## config.mk

```make
export PLATFORM = sky130hd
export DESIGN_NAME = mc_seq_umsk
export DESIGN_NICKNAME = d
export VERILOG_FILES = /design/src/rtl/mc_pkg.sv /design/src/rtl/mc_col_fwdinv.sv /design/src/rtl/mc_seq_umsk.sv
export SDC_FILE = /design/constraint.sdc
export NUM_CORES = 1
export LEC_CHECK = 0
export CAP_MARGIN = 10
export CELL_PAD_IN_SITES_DETAIL_PLACEMENT = 0
export CELL_PAD_IN_SITES_GLOBAL_PLACEMENT = 2
export CORE_ASPECT_RATIO = 1.75
export CORE_MARGIN = 2
export CORE_UTILIZATION = 33
export CTS_BUF_LIST = sky130_fd_sc_hd__clkbuf_8
export CTS_CLUSTER_SIZE = 25
export DETAILED_ROUTE_END_ITERATION = 7
export GPL_ROUTABILITY_DRIVEN = 1
export PLACE_DENSITY_LB_ADDON = 0.1
export SLEW_MARGIN = 20
export SYNTH_ARGS = -nofsm -noshare
export SYNTH_HDL_FRONTEND = slang
export SYNTH_SLANG_ARGS = --single-unit
```

## constraint.sdc

```tcl
create_clock -name clk -period 14.4 [get_ports clk]
set_clock_uncertainty 0.15 [all_clocks]
set_input_delay 3.6 -clock clk [delete_from_list [all_inputs] [get_ports clk]]
set_output_delay 3.6 -clock clk [all_outputs]
set_load 0.02 [all_outputs]
```

## src/rtl/mc_pkg.sv

```systemverilog
// Shared definitions for the sequential AES MixColumns unit: GF(2^8) reduction constant,
// byte/column index helpers for the 128-bit state ordering, and the control FSM encoding.
package mc_pkg;

  localparam logic [7:0] AES_POLY_RED = 8'h1b;

  typedef enum logic [1:0] {
    StIdle = 2'd0,
    StBusy = 2'd1,
    StDone = 2'd2
  } mc_state_e;

  // Byte 0 sits in the top byte of the state, byte 15 in the bottom byte.
  function automatic logic [6:0] byte_lsb(logic [3:0] idx);
    return {~idx, 3'b000};
  endfunction

  function automatic logic [6:0] col_lsb(logic [1:0] idx);
    return {~idx, 5'b00000};
  endfunction

  function automatic logic [31:0] get_col(logic [127:0] s, logic [1:0] idx);
    return s[col_lsb(idx) +: 32];
  endfunction

  function automatic logic [127:0] set_col(logic [127:0] s, logic [1:0] idx, logic [31:0] col);
    logic [127:0] r;
    r = s;
    r[col_lsb(idx) +: 32] = col;
    return r;
  endfunction

  function automatic logic [7:0] xtime(logic [7:0] x);
    return {x[6:0], 1'b0} ^ (x[7] ? AES_POLY_RED : 8'h00);
  endfunction

endpackage

```

## src/rtl/mc_col_fwdinv.sv

```systemverilog
// Single-column MixColumns. The inverse transform is a cheap pre-step folded in front of
// the forward matrix, so one datapath serves both modes.
module mc_col_fwdinv
  import mc_pkg::*;
(
  input  logic [7:0] in0,
  input  logic [7:0] in1,
  input  logic [7:0] in2,
  input  logic [7:0] in3,
  input  logic       inv,
  output logic [7:0] out0,
  output logic [7:0] out1,
  output logic [7:0] out2,
  output logic [7:0] out3
);

  logic [7:0] u, v;
  logic [7:0] a0, a1, a2, a3;

  always_comb begin
    u  = inv ? xtime(xtime(in0 ^ in2)) : 8'h00;
    v  = inv ? xtime(xtime(in1 ^ in3)) : 8'h00;
    a0 = in0 ^ u;
    a1 = in1 ^ v;
    a2 = in2 ^ u;
    a3 = in3 ^ v;
    // 3x = 2x ^ x
    out0 = xtime(a0) ^ xtime(a1) ^ a1 ^ a2 ^ a3;
    out1 = a0 ^ xtime(a1) ^ xtime(a2) ^ a2 ^ a3;
    out2 = a0 ^ a1 ^ xtime(a2) ^ xtime(a3) ^ a3;
    out3 = xtime(a0) ^ a0 ^ a1 ^ a2 ^ xtime(a3);
  end

endmodule

```

## src/rtl/mc_seq_umsk.sv

```systemverilog
// Sequential unmasked MixColumns over a 128-bit state, NCOLS columns per cycle, with
// valid/ready handshakes on both sides and per-transaction forward/inverse selection.
module mc_seq_umsk
  import mc_pkg::*;
#(
  parameter int unsigned NCOLS  = 1,
  parameter bit          INV_EN = 1'b1
) (
  input  logic         clk,
  input  logic         rst,
  input  logic         in_valid,
  output logic         in_ready,
  input  logic         in_inv,
  input  logic [127:0] in_state,
  output logic         out_valid,
  input  logic         out_ready,
  output logic [127:0] out_state
);

  if (!(NCOLS == 1 || NCOLS == 2 || NCOLS == 4)) begin : g_bad_ncols
    $error("mc_seq_umsk: NCOLS must be 1, 2 or 4");
  end

  localparam int unsigned NGROUPS = 4 / NCOLS;
  localparam int unsigned CNT_W   = (NGROUPS > 1) ? $clog2(NGROUPS) : 1;
  localparam logic [CNT_W-1:0] CNT_LAST = CNT_W'(NGROUPS - 1);

  mc_state_e        state_q, state_d;
  logic [CNT_W-1:0] cnt_q, cnt_d;
  logic [127:0]     data_q, data_d;
  logic             mode_q, mode_d;

  logic [1:0]  col_idx [NCOLS];
  logic [31:0] col_in  [NCOLS];
  logic [31:0] col_out [NCOLS];

  for (genvar g = 0; g < NCOLS; g++) begin : g_col
    assign col_idx[g] = 2'(32'(cnt_q) * NCOLS + 32'(g));
    assign col_in[g]  = get_col(data_q, col_idx[g]);

    mc_col_fwdinv u_col (
      .in0  (col_in[g][31:24]),
      .in1  (col_in[g][23:16]),
      .in2  (col_in[g][15:8]),
      .in3  (col_in[g][7:0]),
      .inv  (mode_q),
      .out0 (col_out[g][31:24]),
      .out1 (col_out[g][23:16]),
      .out2 (col_out[g][15:8]),
      .out3 (col_out[g][7:0])
    );
  end

  always_comb begin
    state_d   = state_q;
    cnt_d     = cnt_q;
    data_d    = data_q;
    mode_d    = mode_q;
    in_ready  = 1'b0;
    out_valid = 1'b0;
    unique case (state_q)
      StIdle: begin
        in_ready = 1'b1;
        if (in_valid) begin
          data_d  = in_state;
          // Mode is forced to forward when inverse support is not built.
          mode_d  = in_inv & INV_EN;
          cnt_d   = '0;
          state_d = StBusy;
        end
      end
      StBusy: begin
        for (int g = 0; g < NCOLS; g++) begin
          data_d = set_col(data_d, col_idx[g], col_out[g]);
        end
        if (cnt_q == CNT_LAST) begin
          state_d = StDone;
        end else begin
          cnt_d = cnt_q + 1'b1;
        end
      end
      StDone: begin
        out_valid = 1'b1;
        if (out_ready) begin
          state_d = StIdle;
        end
      end
      default: state_d = StIdle;
    endcase
  end

  always_ff @(posedge clk or posedge rst) begin
    if (rst) begin
      state_q <= StIdle;
      cnt_q   <= '0;
      data_q  <= '0;
      mode_q  <= 1'b0;
    end else begin
      state_q <= state_d;
      cnt_q   <= cnt_d;
      data_q  <= data_d;
      mode_q  <= mode_d;
    end
  end

  assign out_state = data_q;

endmodule

```

Word-level counts from Yosys, hierarchy flattened
Index checks and enable logic that the tools add are counted.
{"block": "totals", "output_inout_bits": 130, "register_bits": 133, "wordCells": 75}
{"block": "classes", "bitwise_logic": 31, "eq_ne": 7, "n_mux": 22, "shift": 3, "reduce_logical": 6, "addsub": 2}
{"cell": "128-bit one-hot mux with 2 select lines", "count": 1}
{"cell": "8-bit XOR", "count": 30}
{"cell": "128-bit bitwise mux", "count": 1}
{"cell": "128-bit two-way mux", "count": 1}
{"cell": "32-bit by 9-bit variable shift with 128-bit output, first input constant", "count": 1}
{"cell": "128-bit by 8-bit indexed part select with 32-bit output", "count": 1}
{"cell": "32-bit by 9-bit indexed part select with 128-bit output", "count": 1}
{"cell": "5-bit two-way mux", "count": 8}
{"cell": "8-bit two-way mux", "count": 2}
{"cell": "2-bit two-way mux", "count": 5}
{"cell": "7-bit negation with 9-bit output", "count": 1}
{"cell": "2-bit inequality test, second input constant", "count": 4}
{"cell": "2-bit one-hot mux with 3 select lines", "count": 1}
{"cell": "3-bit AND reduction", "count": 2}
{"cell": "2-bit equality test, second input constant", "count": 2}
{"cell": "2-bit one-hot mux with 2 select lines", "count": 1}
{"cell": "2-bit AND reduction", "count": 2}
{"cell": "2-bit by 1-bit adder with 2-bit output, second input constant", "count": 1}
{"cell": "2-bit by 1-bit equality test with 1-bit output, second input constant", "count": 1}
{"cell": "2-bit zero test", "count": 1}
{"cell": "1-bit two-way mux", "count": 2}
{"cell": "2-bit inverter", "count": 1}
{"cell": "2-bit nonzero test", "count": 1}

Logic depth before layout (Yosys ltp)
Gate-level depths: netlist (run 1).
{"block": "logic_depth", "depth_word": 18, "mapped_depth": 13, "mapped_depth_nobuf": 8}

Cells and area by module
From an unflattened synthesis (run 1), not the netlist that was laid out.
{"block": "hier_totals", "hier_cells": 858, "area_unflattened_um2": 9472.8}
{"module": "mc_seq_umsk", "cells_each": 674, "n_inst": 1, "area_per_inst_um2": 7584.8}
{"module": "mc_col_fwdinv", "cells_each": 184, "n_inst": 1, "area_per_inst_um2": 1888.1}

Worst setup path after synthesis (run 1)
Ideal clock, no wire load.
{"block": "synth_timing", "path_type": "in2reg", "startpoint": "input in_valid", "endpoint": "register data_q[16], in the netlist out_state[16]", "setup_ns": 0.073, "path_stages": 7, "n_path_buf": 3, "path_slack_ns": 9.446, "t_arrival_ns": 4.732, "required_time_ns": 14.177, "cell_sequence": "nand2b_1 -> clkbuf_1 -> a21oi_1 -> clkbuf_1 -> clkbuf_1 -> nor2_1 -> nor2_1"}
{"block": "synth_via", "elab_chain_cells": 2}
{"element": "start: declaration", "line": "mc_seq_umsk.sv:11", "text": "input logic in_valid,"}
{"element": "2-bit inequality test (no line)"}
{"element": "2-bit AND reduction (no line)"}
{"element": "end signal: assignment", "line": "mc_seq_umsk.sv:101", "text": "data_q <= data_d;"}
{"element": "end: declaration", "line": "mc_seq_umsk.sv:30", "text": "logic [127:0] data_q, data_d;"}
Every way passes these cells.
A chain may end at the register's enable or synchronous reset.

Worst setup path after layout (run 1)
{"block": "layout_timing", "startpoint": "register state_q[1]", "endpoint": "output out_valid"}
{"block": "layout_via", "elab_chain_cells": 2}
{"element": "start: declaration", "line": "mc_seq_umsk.sv:28", "text": "mc_state_e state_q, state_d;"}
{"element": "start signal: assignment", "line": "mc_seq_umsk.sv:94", "text": "state_q <= StIdle;"}
{"element": "start signal: assignment", "line": "mc_seq_umsk.sv:99", "text": "state_q <= state_d;"}
{"element": "2-bit equality test", "line": "mc_seq_umsk.sv:61", "text": "unique case (state_q)"}
{"element": "1-bit two-way mux", "line": "mc_seq_umsk.sv:61"}
{"element": "end: declaration", "line": "mc_seq_umsk.sv:15", "text": "output logic out_valid,"}
Every way passes these cells.

==> results.yml, run 1 <==
outcome:
  outcome: "finished clean"
cells_and_area:
  nFillCells: 2547
  fin_util_pct: 45.7
  drive_gt1_share_pct: 10.8
  final_nets: 1202
  multi_input_area_sq_um: 5260
  areaGrowthSynthToFinish_pct: 36.8
  regArea_sq_um: 3330
drt:
  vias_per_cell: 5.43
  drc: 0
  drtIter0Drc: 396
  ant_nets: 0
  vias: 7613
  drt_wl_total_mm: 35.5
  drt_first_pass_iters: 5
  detail_route.wl_per_cell_um: 25.3
floorplan:
  pin_count: 263
  die_area_sq_um: 28200
  core-area_sq_um: 26500
  fp.dieW_um: 128
  row_count: 79
  die_h_um: 221
  start_util_pct: 33.4
synthesis:
  yosysUniqueCellTypes: 45
  synth_common_cells: "nor2_1 (145), dfrtp_1 (133), a21oi_1 (75), xnor2_1 (68), clkbuf_1 (53)"
  yosys_warnings: 0
  synth_area_leader_cell: "dfrtp_1"
  yosys.cell_count.top_type: "nor2_1"
  synth_edf_count: 0
  yosys-top-cells-area: "dfrtp_1 (38%), mux4_2 (8.1%), xnor3_1 (6.9%), xnor2_1 (6.7%), nor2_1 (6.1%)"
  syn_avg_cell_area_sq_um: 10.6
  synth_nets: 974
  syn_area_sq_um: 8850
  ys_seq_elements: 133
  synthCells: 837
  seq_area_frac_synth_pct: 37.6
  synth_top_area_share_pct: 37.6
  synthArstFlopShare_pct: 100
  synth_ff_type: "dfrtp_1"
cts:
  tritoncts: "yes"
  h-tree-depth: 4
  clock_sinks: 133
  postCtsSetupBuffers: 0
  cts-hold-fix-buffers: 0
  cts_buffer_depth: 2
  clkTransAtPathRegs_ps: 80
  root_buffer: "clkbuf_8"
  cts_buffers: 17
  insertion_delay_ps: 460
  cts_resized: 0
placement:
  io_buffer_count: 262
  hpwl_mm: 26.5
  place_ws_ps: 8140
  place_congestion: 0.857
worst_setup_path:
  path_class: "flip-flop to primary output"
  critPathRequiredTime_ps: 10650
  path_max_fanout: 13
  worstPathArrival_ps: 2120
  critPathLaunchType: "flip-flop"
  crit_path_end_kind: "primary output"
global_route:
  antenna_found_initial: 2
  grt_use_total_pct: 25.4
  grt_max_degree: 80
  grt_pass1_vias: 8070
  overflow: 0
  grt_pass1_wl_mm: 52.7
timing:
  fmax_mhz: 170
  max_slew_margin_pct: 24.1
  timing.final.crit_share_pct: 40.8
  setup_ws_ps: 8530
  hold_viol_final: 0
  rsz0062_at_grt: "no"
  period_needed_ps: 5870
  finalSetupTns_ps: 0
  slew_viol_final: 0
  worst_slew_pin_slew_ps: 1130
  setup_viol: 0
  holdWs_ps: 376
worst_hold_path:
  min_path_type: "flip-flop to flip-flop"
job:
  drv_cap: 0
-- layout make-up --
| class | count | area share (%) |
|---|---|---|
| tap | 324 | 3.35 |
| sequential | 133 | 27.5 |
| antenna | 1 | 0.0207 |
| clock inverter | 14 | 1.00 |
| timing repair buffer | 276 | 22.5 |
| multi-input combinational | 633 | 43.4 |
| clock buffer | 18 | 2.05 |
| inverter | 4 | 0.165 |
-- stage by stage --
| stage | instances | area [sq um] |
|---|---|---|
| floorplan | 837 | 8850 |
| global placement | 1370 | 11700 |
| detailed placement | 1370 | 11700 |
| CTS | 1402 | 12100 |
| global route | 1403 | 12100 |
| finish | 1403 | 12100 |
-- placed cells by master, fill, tap and decap left out, types with 3 or more instances in the layout --
cell type	count
clkdlybuf4s50_1	262
nor2_1	145
dfrtp_1	132
a21oi_1	71
xnor2_1	68
a221oi_1	47
o22ai_1	44
mux4_2	32
nand2_1	31
o21ai_1	29
and3_1	28
xor2_1	28
xnor3_1	27
clkbuf_8	18
buf_4	14
xnor2_2	13
a2bb2oi_1	8
xor2_2	7
inv_1	7
clkinv_2	6
xnor2_4	5
nand2b_1	5
a221o_1	5
a21o_1	4
a21oi_4	4
and2_1	4
ha_1	4
nand2_2	3
-- flip-flops by register name, indices dropped and copies added, names as in the netlist --
signal / cells
out_state: 128
mode_q: 1
state_q: 2
cnt_q: 2
-- worst max-delay path, cell delays in order (launching register included) --
cell and delay [ps]:
dfrtp_1 760, nor2b_1 260, clkdlybuf4s50_1 630
-- cells by family (layout without fill, tap and decap cells) --
logic type                 count (synthesis)  after routing  share of synthesized area, %
AOI/OAI and AO/OA                        216            216                          15.6
xor gates and xnor gates                 153            153                          23.0
adders and majority gates                  4              4                         0.565
buffers and inverters                     71            312                          3.77
DFF                                      133            133                          37.6
muxes                                     35             35                          8.49
other                                      0              1                             0
and+or+nand+nor                          225            225                          10.9
-- worst paths after layout --
check,from,to,slack (ps),depth (start not counted)
worst max register to register,cnt_q[0],out_state[60],9740,9
max in group asynchronous,rst,out_state[104],9320,3
worst max-delay path,state_q[1],out_valid,8530,2
min in group asynchronous,rst,out_state[46],3480,2
worst min register to register,out_state[22],out_state[22],380,2
worst min-delay path,out_state[22],out_state[22],380,2
-- per-layer routing --
metal / share of wire (%) / vias to the layer above / track usage [%]
met5: 0.031 / - / 0
met4: 2.7 / 2 / 8.53
met3: 4.5 / 45 / 3.77
met2: 55 / 276 / 47.9
met1: 38 / 3819 / 29.1
li1: - / 3471 / -
Power of run 1 is left out: the tool's default activity adds up to more than one toggle a clock period on the data nets, which glitch-free logic cannot reach.
==> run 2, diff against run 1 <==
--- a/config.mk
+++ b/config.mk
@@ -10,7 +10,7 @@
 export CELL_PAD_IN_SITES_GLOBAL_PLACEMENT = 2
 export CORE_ASPECT_RATIO = 1.75
 export CORE_MARGIN = 2
-export CORE_UTILIZATION = 33
+export CORE_UTILIZATION = 30
 export CTS_BUF_LIST = sky130_fd_sc_hd__clkbuf_8
 export CTS_CLUSTER_SIZE = 25
 export DETAILED_ROUTE_END_ITERATION = 7
==> constraint.sdc (replaced) <==
create_clock -name clk -period 5.85 [get_ports clk]
set_clock_uncertainty 0.15 [all_clocks]
set_input_delay 1.4625 -clock clk [delete_from_list [all_inputs] [get_ports clk]]
set_output_delay 1.4625 -clock clk [all_outputs]
set_load 0.02 [all_outputs]
==> run 2 against run 1 <==
Net effect: worst hold slack better by 6.4 ps; register-to-register slack worse by 8200 ps; core utilization is 3.9 points lower; sequential share of layout area is 0.19 points lower; via count is 0.96% higher; die area is 9.7% higher; clock-buffer cell count is 3 higher; global-route usage is 0.97 points lower; first-iteration DRC count is 9.6% higher; wire length is 4.4% higher; flip-flop and latch count stayed put; highest routed layer is now met4.
==> results.yml, run 2 (synthesis gave the netlist of run 1 again) <==
outcome:
  outcome: "finished clean"
cts:
  cts_resized: 0
  tritoncts: "yes"
  postCtsSetupBuffers: 0
  root_buffer: "clkbuf_8"
  insertion_delay_ps: 500
  cts-hold-fix-buffers: 0
  clkTransAtPathRegs_ps: 70
  h-tree-depth: 4
  cts_buffer_depth: 2
  cts_buffers: 17
  clock_sinks: 133
floorplan:
  fp.dieW_um: 134
  core-area_sq_um: 29200
  start_util_pct: 30.3
  die_area_sq_um: 31000
  pin_count: 263
  row_count: 83
  die_h_um: 231
drt:
  drt_first_pass_iters: 5
  ant_nets: 0
  drt_wl_total_mm: 37.0
  vias: 7686
  drtIter0Drc: 434
  vias_per_cell: 5.26
  drc: 0
  detail_route.wl_per_cell_um: 25.3
worst_setup_path:
  crit_path_end_kind: "flip-flop"
  cp_slowest_cell: "dfrtp_2"
  r2r-end: "out_state[28]"
  critPathRequiredTime_ps: 6040
  path_cells: "mux4_2 > xor2_1 > nand2_2 > xor2_2 > xnor2_1 > xnor3_1 > xnor2_1 > o22ai_1"
  critical-path-max-stage-delay_ps: 910
  cpLargestDelayFamily: "XOR/XNOR gates"
  worstReg2RegStart: "cnt_q[0]"
  cp_num_buf_inv: 0
  path_class: "flip-flop to flip-flop"
  critPathLaunchType: "flip-flop"
  cp_common_cell: "xnor2_1"
  rrSetupSlack_ps: 1580
  worstPathArrival_ps: 4460
  ff2ff_path_depth: 8
  path_max_fanout: 27
cells_and_area:
  largest_reg_flops: 128
  areaGrowthSynthToFinish_pct: 37.8
  final_area_sq_um: 12200
  multi_input_area_sq_um: 5260
  drive_gt1_share_pct: 11.1
  final_cell_mix: "clkdlybuf4s50_1 (262), nor2_1 (145), dfrtp_1 (131)"
  nFillCells: 2862
  final_common_cell: "clkdlybuf4s50_1"
  final_nets: 1206
  regArea_sq_um: 3330
global_route:
  grt_use_total_pct: 24.4
  antenna_found_initial: 2
  overflow: 0
  grt_pass1_vias: 8379
  grt_max_degree: 71
  grt_pass1_wl_mm: 55.4
placement:
  place_congestion: 0.815
  place_ws_ps: 1550
  placed_area_sq_um: 11800
  hpwl_mm: 27.6
  io_buffer_count: 262
worst_hold_path:
  min_path_cells: 2
  min_to: "out_state[86]"
  hold_start: "out_state[86]"
  min_path_type: "flip-flop to flip-flop"
timing:
  finalSetupTns_ps: 0
  rsz0062_at_grt: "no"
  fmax_mhz: 234
  setup_ws_ps: 1580
  max_slew_margin_pct: 22.1
  period_needed_ps: 4270
  slew_viol_final: 0
  holdWs_ps: 383
  hold_viol_final: 0
  timing.final.crit_share_pct: 73.0
  worst_slew_pin_slew_ps: 1160
  setup_viol: 0
job:
  drv_cap: 0
run 2: cell types whose count changed in the layout (fill, tap and decap cells not counted):
cell | previous run | this run
bufinv_16 | 2 | 1
dfrtp_1 | 132 | 131
clkinv_2 | 6 | 4
inv_1 | 7 | 6
buf_4 | 14 | 18
clkbuf_8 | 18 | 21
nand3_1 | 1 | 0
nand3_2 | 0 | 1
clkinvlp_4 | 1 | 0
dfrtp_2 | 1 | 2
clkinv_4 | 1 | 0
run 2: worst max path at each step:
| stage | startpoint | endpoint | slack (ps) | depth (start not counted) |
|---|---|---|---|---|
| CTS | cnt_q[0] | out_state[57] | 1550 | 8 |
| finish | cnt_q[0] | out_state[28] | 1580 | 8 |
| floorplan | rst | cnt_q[0] | 680 | 1 |
| global route | cnt_q[0] | out_state[12] | 1280 | 9 |
| global placement | cnt_q[0] | out_state[28] | 1550 | 8 |
| detailed placement | cnt_q[0] | out_state[59] | 1550 | 8 |
run 2: area by class of cell:
cell class	instances	share of cell area (%)
multi-input cells	633	43.1
flip-flops and latches	133	27.3
repair buffers	280	22.6
well taps	382	3.92
clock buffers	21	2.37
clock inverters	8	0.503
inverters	4	0.164
diodes	1	0.0205
run 2: routing by layer:
layer / routed length (um) / part of all wire, % / track usage (%) / up-vias
met5: 0 / 0 / 0 / -
met4: 830 / 2.2 / 7.91 / 0
met3: 1550 / 4.2 / 3.85 / 41
met2: 20700 / 56 / 46.6 / 282
met1: 13900 / 38 / 27.4 / 3886
li1: - / - / - / 3477
run 2: worst reg2reg max path: cells and delay by family (launching register included):
kind / cells / cell delay [ps]
compound gates: 1 / 170
xor+xnor: 5 / 2000
flops: 1 / 910
mux: 1 / 710
simple gates: 1 / 170
run 2: metrics by stage:
stage | utilization (%) | instances
final | 41.8 | 1462
after detailed placement | 40.6 | 1432
after global routing | 41.8 | 1462
after floorplan | - | 837
after CTS | 41.8 | 1461
after global placement | 40.6 | 1432
Power of run 2 is left out for the same reason.
